[src/rtl/decoder_seq_pkg.sv]
// Shared types for the decoder select sequencer.
// Holds sweep modes, FSM states and the code lookup.
package decoder_seq_pkg;

  localparam logic [1:0] MODE_UP   = 2'b00;
  localparam logic [1:0] MODE_DOWN = 2'b01;
  localparam logic [1:0] MODE_GRAY = 2'b10;

  typedef enum logic {
    ST_IDLE = 1'b0,
    ST_RUN  = 1'b1
  } state_t;

  // Select code for position idx of a sweep in the given mode.
  // The reserved mode 11 sweeps like up.
  function automatic logic [1:0] code_of(
    input logic [1:0] mode,
    input logic [1:0] idx
  );
    logic [1:0] code;
    code = idx;
    unique case (mode)
      MODE_DOWN: code = ~idx;
      MODE_GRAY: code = {idx[1], idx[1] ^ idx[0]};
      default:   code = idx;
    endcase
    return code;
  endfunction

endpackage

[src/rtl/decoder_select_sequencer_dwell_timer.sv]
// Dwell counter for the select sequencer.
// Counts 0..limit while enabled; tc marks the last cycle.
module dwell_timer #(
  parameter int DWELL_W = 8
) (
  input  logic               clk,
  input  logic               rst_n,
  input  logic               clear,
  input  logic               enable,
  input  logic [DWELL_W-1:0] limit,
  output logic               tc
);

  logic [DWELL_W-1:0] cnt;

  // limit is dwell_eff-1, so the full range never overflows.
  assign tc = enable && (cnt == limit);

  // Count up and wrap to zero on the terminal count.
  always_ff @(posedge clk) begin
    if (!rst_n || clear) begin
      cnt <= '0;
    end else if (enable) begin
      if (cnt == limit) cnt <= '0;
      else              cnt <= cnt + 1'b1;
    end
  end

endmodule

[src/rtl/decoder_select_sequencer.sv]
// Scan source for the 2-to-4 decoder select lines.
// Sweeps all four codes, each held for a latched dwell.
module decoder_select_sequencer
  import decoder_seq_pkg::*;
#(
  parameter int DWELL_W = 8
) (
  input  logic               clk,
  input  logic               rst_n,
  input  logic               start,
  input  logic               stop,
  input  logic [1:0]         mode,
  input  logic [DWELL_W-1:0] dwell,
  input  logic               continuous,
  output logic               s_1,
  output logic               s_0,
  output logic               valid,
  output logic               step,
  output logic               done,
  output logic               busy
);

  state_t             state;
  logic [1:0]         idx;
  logic [1:0]         mode_q;
  logic [DWELL_W-1:0] limit_q;
  logic               cont_q;
  logic               tc;
  logic               run;
  logic               clear;
  logic [1:0]         nxt;

  assign run   = (state == ST_RUN) && !stop;
  assign clear = (state == ST_IDLE) || stop;
  assign nxt   = idx + 2'd1;

  dwell_timer #(
    .DWELL_W(DWELL_W)
  ) u_timer (
    .clk   (clk),
    .rst_n (rst_n),
    .clear (clear),
    .enable(run),
    .limit (limit_q),
    .tc    (tc)
  );

  // Sweep FSM with index and registered outputs.
  always_ff @(posedge clk) begin
    if (!rst_n) begin
      state   <= ST_IDLE;
      idx     <= 2'd0;
      mode_q  <= MODE_UP;
      limit_q <= '0;
      cont_q  <= 1'b0;
      {s_1, s_0} <= 2'b00;
      valid   <= 1'b0;
      step    <= 1'b0;
      done    <= 1'b0;
      busy    <= 1'b0;
    end else begin
      step <= 1'b0;
      done <= 1'b0;
      unique case (state)
        ST_IDLE: begin
          if (start && !stop) begin
            state   <= ST_RUN;
            idx     <= 2'd0;
            mode_q  <= mode;
            limit_q <= (dwell == '0) ? '0 : dwell - 1'b1;
            cont_q  <= continuous;
            {s_1, s_0} <= code_of(mode, 2'd0);
            valid   <= 1'b1;
            busy    <= 1'b1;
            step    <= 1'b1;
          end
        end
        ST_RUN: begin
          if (stop) begin
            state <= ST_IDLE;
            idx   <= 2'd0;
            {s_1, s_0} <= 2'b00;
            valid <= 1'b0;
            busy  <= 1'b0;
          end else if (tc) begin
            if (idx != 2'd3) begin
              idx  <= nxt;
              {s_1, s_0} <= code_of(mode_q, nxt);
              step <= 1'b1;
            end else if (cont_q) begin
              idx  <= 2'd0;
              {s_1, s_0} <= code_of(mode_q, 2'd0);
              step <= 1'b1;
              done <= 1'b1;
            end else begin
              state <= ST_IDLE;
              idx   <= 2'd0;
              {s_1, s_0} <= 2'b00;
              valid <= 1'b0;
              busy  <= 1'b0;
              done  <= 1'b1;
            end
          end
        end
        default: state <= ST_IDLE;
      endcase
    end
  end

endmodule

[config.mk]
export PLATFORM = sky130hd
export DESIGN_NAME = decoder_select_sequencer
export DESIGN_NICKNAME = d
export VERILOG_FILES = /design/src/rtl/decoder_seq_pkg.sv /design/src/rtl/decoder_select_sequencer_dwell_timer.sv /design/src/rtl/decoder_select_sequencer.sv
export SDC_FILE = /design/constraint.sdc
export NUM_CORES = 1
export LEC_CHECK = 0
export BUFFER_PORTS_ARGS = -buffer_cell sky130_fd_sc_hd__buf_2
export CORE_UTILIZATION = 46
export CTS_BUF_LIST = sky130_fd_sc_hd__clkbuf_8 sky130_fd_sc_hd__clkbuf_16
export DETAILED_ROUTE_END_ITERATION = 16
export PLACE_DENSITY_LB_ADDON = 0.08
export SYNTH_ARGS = -nofsm -noshare
export SYNTH_HDL_FRONTEND = slang
export SYNTH_SLANG_ARGS = --single-unit
[constraint.sdc]
create_clock -name clk -period 2.2 [get_ports clk]
set_input_delay 0.44 -clock clk [delete_from_list [all_inputs] [get_ports clk]]
set_output_delay 0.44 -clock clk [all_outputs]
set_load 0.03 [all_outputs]
# Yosys cells after proc, flatten, opt, wreduce, memory -nomap -nowiden

Index checks and enable logic that the tools add are counted.

Input bits: 15
Word-level logic and storage cells: 78
Flip-flop bits (word level): 27
Output and inout port bits: 6

Equality and inequality tests: 9
Multiplexer cells: 38
Bitwise gates (word level): 5
Reductions and logical operators: 12
Add/subtract/negate cells: 3

Operators with widths:

| kind                                                   | number |
|---|---|
| 2-to-1 mux 1 bit                                       | 23 |
| 2-to-1 mux 8 bit                                       | 2 |
| 2-to-1 mux 2 bit                                       | 6 |
| one-hot mux 1 bit (2 select lines)                     | 5 |
| adder 8 x 1 -> 8 bit (second input constant)           | 1 |
| equality test 8 bit                                    | 1 |
| zero test 8 bit                                        | 1 |
| one-hot mux 2 bit (2 select lines)                     | 2 |
| subtractor 8 x 1 -> 8 bit (second input constant)      | 1 |
| inequality test 3 bit (second input constant)          | 2 |
| equality test 2 x 1 -> 1 bit (second input constant)   | 2 |
| AND reduction 2 bit                                    | 2 |
| AND reduction 4 bit                                    | 1 |
| OR reduction 4 bit                                     | 1 |
| logical AND 1 bit                                      | 3 |
| inequality test 3 x 2 -> 1 bit (second input constant) | 1 |
| NOT 1 bit                                              | 3 |
| adder 2 x 1 -> 2 bit (second input constant)           | 1 |
| equality test 2 bit (second input constant)            | 1 |
| zero test 1 bit                                        | 2 |
| logical OR 1 bit                                       | 2 |
| inequality test 2 x 1 -> 1 bit (second input constant) | 1 |
| inequality test 2 bit (second input constant)          | 1 |
| NOT 2 bit                                              | 1 |
| XOR 1 bit                                              | 1 |

# Depth between registers and ports, before layout

Gate-level depths: netlist of the first run.

Depth in word-level cells: 7
Gate-level depth with buffers: 6
Gate-level depth less buffers: 6

# Cells and area by module

From an unflattened synthesis of the first run, not the netlist that was laid out.

Cells, all modules: 173
Area, all modules: 1492.7 um2

Modules (own cells, without submodules):

| module                   | instances | seq. area each (um2) | cells an instance | area an instance (um2) |
|---|---|---|---|---|
| decoder_select_sequencer | 1         | 380.4                | 124               | 1047.3 |
| dwell_timer              | 1         | 160.2                | 49                | 445.4 |

# Least setup slack after synthesis of the first run

No wires, ideal clock.

Kind: flip-flop to flip-flop
From: reg idx[0]
To: reg s_1
Data required time: 2.097 ns
Buffers on the path: 0
Path slack: 0.475 ns
Clock period less this slack: 1.725 ns
Stages on the path, launching flop included: 6
Data arrival time: 1.622 ns
Cell sequence: dfxtp_1 > ha_1 > or3b_2 > a21oi_1 > nor3_1 > a2111oi_2

Word-level cells in the longest chain between the ends: 7
Elaborated cells on any way between the ends: 8
Those cells by class: add/sub: 1; eq/ne: 1; mux: 5; bitwise: 1

Ends and longest elaborated chain:

| item                                   | RTL line                       | RTL |
|---|---|---|
| start, declared                        | decoder_select_sequencer.sv:24 | `logic [1:0] idx;` |
| start signal, assigned                 | decoder_select_sequencer.sv:87 | `idx <= nxt;` |
| adder 2 x 1 -> 2 bit                   | decoder_select_sequencer.sv:35 | `assign nxt = idx + 2'd1;` |
| NOT 2 bit                              | decoder_seq_pkg.sv:23          | `MODE_DOWN: code = ~idx;` |
| one-hot mux 2 bit (2 select lines)     | decoder_seq_pkg.sv:22          | `unique case (mode)` |
| 2-to-1 mux 1 bit (*)                   | decoder_select_sequencer.sv:86 | `if (idx != 2'd3) begin` |
| 2-to-1 mux 1 bit (*)                   | decoder_select_sequencer.sv:85 | `end else if (tc) begin` |
| 2-to-1 mux 1 bit (*)                   | decoder_select_sequencer.sv:79 | `if (stop) begin` |
| one-hot mux 1 bit (2 select lines) (*) | decoder_select_sequencer.sv:64 | `unique case (state)` |
| end signal, assigned                   | decoder_select_sequencer.sv:72 | `{s_1, s_0} <= code_of(mode, 2'd0);` |
| end signal, assigned                   | decoder_select_sequencer.sv:88 | `{s_1, s_0} <= code_of(mode_q, nxt);` |
| end signal, assigned                   | decoder_select_sequencer.sv:92 | `{s_1, s_0} <= code_of(mode_q, 2'd0);` |
| end, declared                          | decoder_select_sequencer.sv:15 | `output logic s_1,` |

Mark *: on every way between the ends. The rest lies on a longest branch, timed or not. The select of a mux whose other input is x is not followed.
A chain may end at the register's enable or synchronous reset.

# Worst setup path after layout of the first run

Same ends and word-level chain as after synthesis.

==> results of run 1 <==
==> cell usage after synthesis (2+ instances only) <==
cell / n
a22oi_1: 5
xnor2_1: 10
buf_2: 3
a21oi_1: 12
nand3_1: 4
nand4_2: 2
o21ai_1: 3
a21boi_0: 2
dfxtp_1: 27
nor4_1: 3
nor2b_1: 3
nor3_1: 3
a31oi_1: 2
nor2_1: 21
o21ai_0: 3
and3_1: 4
nor3b_1: 2
xor2_1: 7
o211ai_1: 3
or3_1: 4
nand2b_1: 4
nand2_1: 12
inv_1: 9
nand4_1: 3
ha_1: 6
o21a_1: 2
==> kinds of logic after synthesis <==
family | count (synthesis)
flip-flops | 27
AND/OR/NAND/NOR | 71
AO/OA/AOI/OAI | 39
adder cells (fa/ha/maj) | 6
XOR/XNOR | 17
buffers and inverters | 14
==> power breakdown <==
part	internal, uW	switching, uW	leakage, uW
registers	505	13.0	0.000219
logic	58.3	98.8	0.000393
clock network	125	145	0.0000269
total	688	257	0.000639
==> how the worst max path moves through the flow <==
| stage | cells past startpoint | slack, ns | endpoint |
|---|---|---|---|
| floorplan | 5 | 0.47 | s_1 |
| global placement | 5 | 0.42 | s_1 |
| detailed placement | 5 | 0.35 | limit_q[6] |
| CTS | 5 | 0.37 | s_1 |
| global route | 6 | 0.26 | s_1 |
| finish | 5 | 0.38 | s_1 |
==> final cells by class <==
class	count	area, sq um
fillers	323	1390
multi-input cells	133	881
flip-flops and latches	27	541
repair buffers	21	108
well taps	44	55.1
clock buffers	3	41.3
inverters	9	33.8
clock inverters	1	3.75
==> routing by layer <==
layer	share of wire	wire length [um]
met5	0	0
met4	0.0035	10
met3	0.040	114
met2	0.42	1200
met1	0.53	1520
==> stage by stage <==
step	worst slack [ns]	util	hold slack, ns	instances
6_report	0.375	0.545	0.412	238
5_1_grt	0.261	0.545	0.421	238
4_1_cts	0.370	0.545	0.408	238
3_5_place_dp	0.347	0.530	0.464	234
3_3_place_gp	0.422	0.530	0.461	234
2_1_floorplan	0.475	-	0.436	174
==> critical path: cells and delay by family (launching register included) <==
kind | cells | cell delay [ns]
AO/OA/AOI/OAI | 2 | 0.47
adder cells (fa/ha/maj) | 1 | 0.36
flip-flops | 1 | 0.36
AND/OR/NAND/NOR | 2 | 0.54
==> state kept, by name, indices dropped and copies added, names as in the netlist <==
register / cells
done: 1
u_timer.cnt: 8
state: 1
step: 1
cont_q: 1
idx: 2
s_1: 1
limit_q: 8
mode_q: 2
busy: 1
s_0: 1
==> metrics, run 1 <==
clock slew at reported path FFs 0.09 ns; largest net degree at the start of global routing 17; port bufs 20; Synth top area share 0.365; status completed; Yosys warnings 0; CTS resizes 0; most common cell after layout, fill and taps aside dfxtp_1; met1 Track Usage GR 0.268; Arr. time, crit path 2.00 ns; core area 0.00305 sq mm; CTS tree yes; grt met3 use 0.0549; synthesis-to-layout area growth 12.2%; XOR/XNOR Fraction of Synth Area 0.101; CP Max Fanout 6; main combinational cell family by area after synthesis simple AND/OR/NAND/NOR gates; number of synthesized register bits 27; Simple-Gate Fraction of Synth Area 0.260; row count 20; setup TNS 0 ns; net count after synthesis 195; P per Cell Area 568 mW/mm^2; HP Class in2reg; Crit. Startpoint idx[0]; post-DP HPWL 2180 um; RSZ-0062 raised after global routing no; Post-Route Skew 0.00405 ns; Worst EP required 2.37 ns; Final Setup Violations 0; WL/cell between 10 and 15 um; # IOs 21; r2r worst-path depth 5; CTS max path bufs 2; fmax 548 MHz; final total power 945 uW; area of the die 0.00345 sq mm; async set-reset flop share out of synthesis 0; Setup CP Type reg2reg; DRC errors left 0; Post-CTS Setup Bufs 0; Max-cap violations 0; initial drt markers 35; R2R Path End s_1; Post-CTS Hold Buffers 0; final worst path period share 0.829; Starting Density 0.485; Most Crowded Layer GR met2; Critical Path Slowest Stage Cell or3b_2; Cell Chain, Critical Path ha_1 > or3b_2 > a21oi_1 > nor3_1 > a2111oi_2; fraction of synthesized area in multiplexers 0; worst-skew pair later-pin latency roughly 0.27 ns; Final GP Congestion 0.851; post-synth top area cell dfxtp_1; ant diodes 0; Worst VDD drop 0.304 mV; Worst Setup Start Kind flop; design area 0.00166 sq mm; crit end category flop; Mapped Cells about 170; Post-synth EDFFs 0; Synth Area in Compound Gates 0.183; share of cells above drive strength 1 0.155; Vias 1246; CTS Buf Count 3; drt first pass iters 4; Rel. slew slack 0.593; drt total wl 2850 um; number of global-route vias before repair about 1100; CTS root buffer clkbuf_8; Die H roughly 59 um; ANT nets after route 0; HP Start continuous; endpoints failing hold 0; Synth cell types 41; DR vias/cell 5.24; Hold Path Sink cont_q; RR Startpoint idx[0]; net count reported at finish 216; dpl cell area ~0.0016 sq mm; global-route usage over all layers 0.189; M2 GR Usage 0.291; leak pwr 0.000639 uW; top_reg_cell synth dfxtp_1; ranking of synthesized cells by area dfxtp_1 (36%), xnor2_1 (5.9%), nor2_1 (5.3%), ha_1 (5.1%), xor2_1 (4.1%); Avg Synthesized Cell Area roughly 8.5 sq um; hold path cells 3; antenna violations before repair 0; clk sink count 27; r2r setup slk 0.38 ns; first-pass GRT wire length 5060 um; H-Tree Depth 1; most frequent cells in the layout dfxtp_1 (27), nor2_1 (21), buf_2 (20); crit-path max cell delay approximately 0.47 ns; actual slew at the worst max-slew pin 0.608 ns; Min Clock Period, post-route 1.82 ns; Die X 58.8 um; register area share after synthesis 0.365; max-slew violation count 0; mapped cell area 0.00148 sq mm; adder-cell share of the synthesized area 0.0507; grt ovf 0
Power figures use the tool's default switching activity.
==> run 2, diff against run 1 <==
==> constraint.sdc (replaced) <==
create_clock -name clk -period 1.7 [get_ports clk]
set_input_delay 0.34 -clock clk [delete_from_list [all_inputs] [get_ports clk]]
set_output_delay 0.34 -clock clk [all_outputs]
set_load 0.03 [all_outputs]
==> run 2 against run 1 <==
Non-clock buffer count increased by 7; final area increased by 5.5%; combinational power increased by 39%; core utilization increased by 3.0 points; hold slack got worse by 0.094 ns; die area unchanged; worst setup slack got worse by 0.30 ns; critical path depth increased by 1; count of clock-buffer cells in the layout unchanged; total power increased by 33%; maximum frequency increased by 12%; sequential share of layout area decreased by 1.5 points.
==> metrics, run 2 (same netlist as run 1, synthesis figures left out) <==
Setup CP Type reg2reg (unchanged); clock slew at reported path FFs 0.09 ns (about the same); R2R Path End s_1 (unchanged); Cell Chain, Critical Path inv_2 > ha_4 > or3b_4 > a21oi_2 > nor3_1 > a2111oi_2 (was ha_1 > or3b_2 > a21oi_1 > nor3_1 > a2111oi_2); CTS root buffer clkbuf_8 (unchanged); count of buffer and inverter cells on the critical path 1 (was 0); Final Core Density 0.575 (was 0.545); RR Startpoint mode_q[0] (was idx[0]); area of the die 0.00345 sq mm (unchanged); ant diodes 0 (unchanged); r2r setup slk 0.08 ns (was 0.38 ns); CTS max path bufs 2 (unchanged); placed cell count 241 (was 234); CP Max Fanout 4 (was 6); crit end category flop (unchanged); Die H 58.8 um (unchanged); Worst VDD drop 0.233 mV (was 0.304 mV); Worst EP required 1.87 ns (was 2.37 ns); CTS tree yes (unchanged); drt first pass iters 4 (unchanged); P per Cell Area 718 mW/mm^2 (was 568 mW/mm^2); CTS Buf Count 3 (unchanged); endpoints failing hold 0 (unchanged); DRC errors left 0 (unchanged); WL/cell 12.8 um (was 12.0 um); global-route usage over all layers 0.205 (was 0.189); worst-skew pair later-pin latency 0.27 ns (about the same); hold path cells 3 (unchanged); drt total wl 3130 um (was 2850 um); antenna violations before repair 0 (unchanged); net count reported at finish 223 (was 216); biggest regs limit_q x8, u_timer.cnt x8 (unchanged); Starting Density 0.485 (unchanged); actual slew at the worst max-slew pin 0.423 ns (was 0.608 ns); DR vias/cell 5.35 (was 5.24); Final GP Congestion 0.842 (was 0.851); final worst path period share 0.955 (was 0.829); CP delay by family, top compound AO/OA/AOI/OAI gates (was simple AND/OR/NAND/NOR gates); Critical Path Slowest Stage Cell or3b_4 (was or3b_2); clk sink count 27 (unchanged); Worst Setup Start Kind flop (unchanged); ANT nets after route 0 (unchanged); setup TNS 0 ns (unchanged); Post-CTS Hold Buffers 0 (unchanged); Post-CTS Setup Bufs 0 (unchanged); r2r worst-path depth 6 (was 5); initial drt markers 69 (was 35); leak pwr 0.000670 uW (was 0.000639 uW); Post-Route Skew 0.00508 ns (was 0.00405 ns); largest net degree at the start of global routing 17 (unchanged); # IOs 21 (unchanged); fmax 616 MHz (was 548 MHz); grt ovf 0 (unchanged); Arr. time, crit path 1.80 ns (was 2.00 ns); number of global-route vias before repair 1242 (was 1089); synthesis-to-layout area growth 18.4% (was 12.2%); port bufs 20 (unchanged); core area 0.00305 sq mm (unchanged); Die X 58.8 um (unchanged); number of stages on the worst setup path 6 (was 5); max-slew violation count 0 (unchanged); dpl cell area 0.00170 sq mm (was 0.00162 sq mm); most common cell after layout, fill and taps aside dfxtp_1 (unchanged); most frequent cells in the layout dfxtp_1 (24), nor2_1 (21), buf_2 (20) (was dfxtp_1 (27), nor2_1 (21), buf_2 (20)); post-route insts no fill 245 (was 238); first-pass GRT wire length 5530 um (was 5060 um); RSZ-0062 raised after global routing yes (was no); Final Setup Violations 0 (unchanged); post-DP HPWL 2460 um (was 2180 um); design area 0.00175 sq mm (was 0.00166 sq mm); Min Clock Period, post-route 1.62 ns (was 1.82 ns); crit path capture s_1 (unchanged); H-Tree Depth 1 (unchanged); Rel. slew slack 0.715 (was 0.593); share of cells above drive strength 1 0.224 (was 0.155); Max-cap violations 0 (unchanged); crit-path max cell delay 0.37 ns (was 0.47 ns); row count 20 (unchanged); Crit. Startpoint mode_q[0] (was idx[0]); HP Class in2reg (unchanged); Vias 1310 (was 1246); status completed (unchanged)
-- run 2: cell count changes in the layout (fill, tap and decap cells not counted) --
cell        before  now
ha_1             6    4
dfxtp_2          0    3
buf_4            1    8
ha_4             0    2
inv_2            0    1
inv_1           10    8
a21oi_1         12   11
a21oi_2          0    1
or3b_4           0    1
clkinvlp_4       0    1
or3b_2           1    0
dfxtp_1         27   24
-- run 2: layout make-up --
cell class,instances,area (sq um)
fill,305,1300
multi-input combinational,133,912
sequential,27,544
timing repair buffer,28,160
tap,44,55.1
clock buffer,3,41.3
inverter,9,33.8
clock inverter,1,7.51
-- run 2: worst min path at each step --
stage	startpoint	endpoint	slack (ns)
floorplan	u_timer.cnt[0]	u_timer.cnt[0]	0.44
global placement	limit_q[5]	limit_q[5]	0.46
detailed placement	u_timer.cnt[0]	u_timer.cnt[0]	0.46
CTS	continuous	cont_q	0.32
global route	continuous	cont_q	0.32
finish	continuous	cont_q	0.32
-- run 2: worst reg2reg max path, stage by stage (launching register included) --
cell       delay, ns
dfxtp_2         0.36
inv_2           0.05
ha_4            0.22
or3b_4          0.37
a21oi_2         0.14
nor3_1          0.06
a2111oi_2       0.34
-- run 2: layer usage --
layer,GRT usage,vias up,share of wire
li1,-,678,-
met1,0.296,602,0.50
met2,0.323,28,0.45
met3,0.0220,2,0.038
met4,0.0578,0,0.0064
met5,0,-,0
-- run 2: per-stage QoR --
stage          total power [uW]  worst slack [ns]  hold slack [ns]
5_1_grt                    1330           -0.0111            0.320
6_report                   1260            0.0773            0.318
3_3_place_gp                896          -0.00195            0.458
4_1_cts                    1270            0.0552            0.320
2_1_floorplan               828           0.00412            0.436
3_5_place_dp                903           -0.0333            0.460
-- run 2: repair_timing --
action / CTS / global route
hold endpoints to repair: 0 / 0
gates resized for setup: 4 / 2
endpoints found under the setup margin: 1 / 1
pin swaps: 2 / 2
-- run 2: where the power goes --
group	leakage [uW]	switching [uW]	total, uW	internal [uW]
Combinational	0.000427	134	218	83.9
Sequential	0.000221	17.3	671	654
Clock	0.0000217	204	370	166
Total	0.000670	355	1260	904
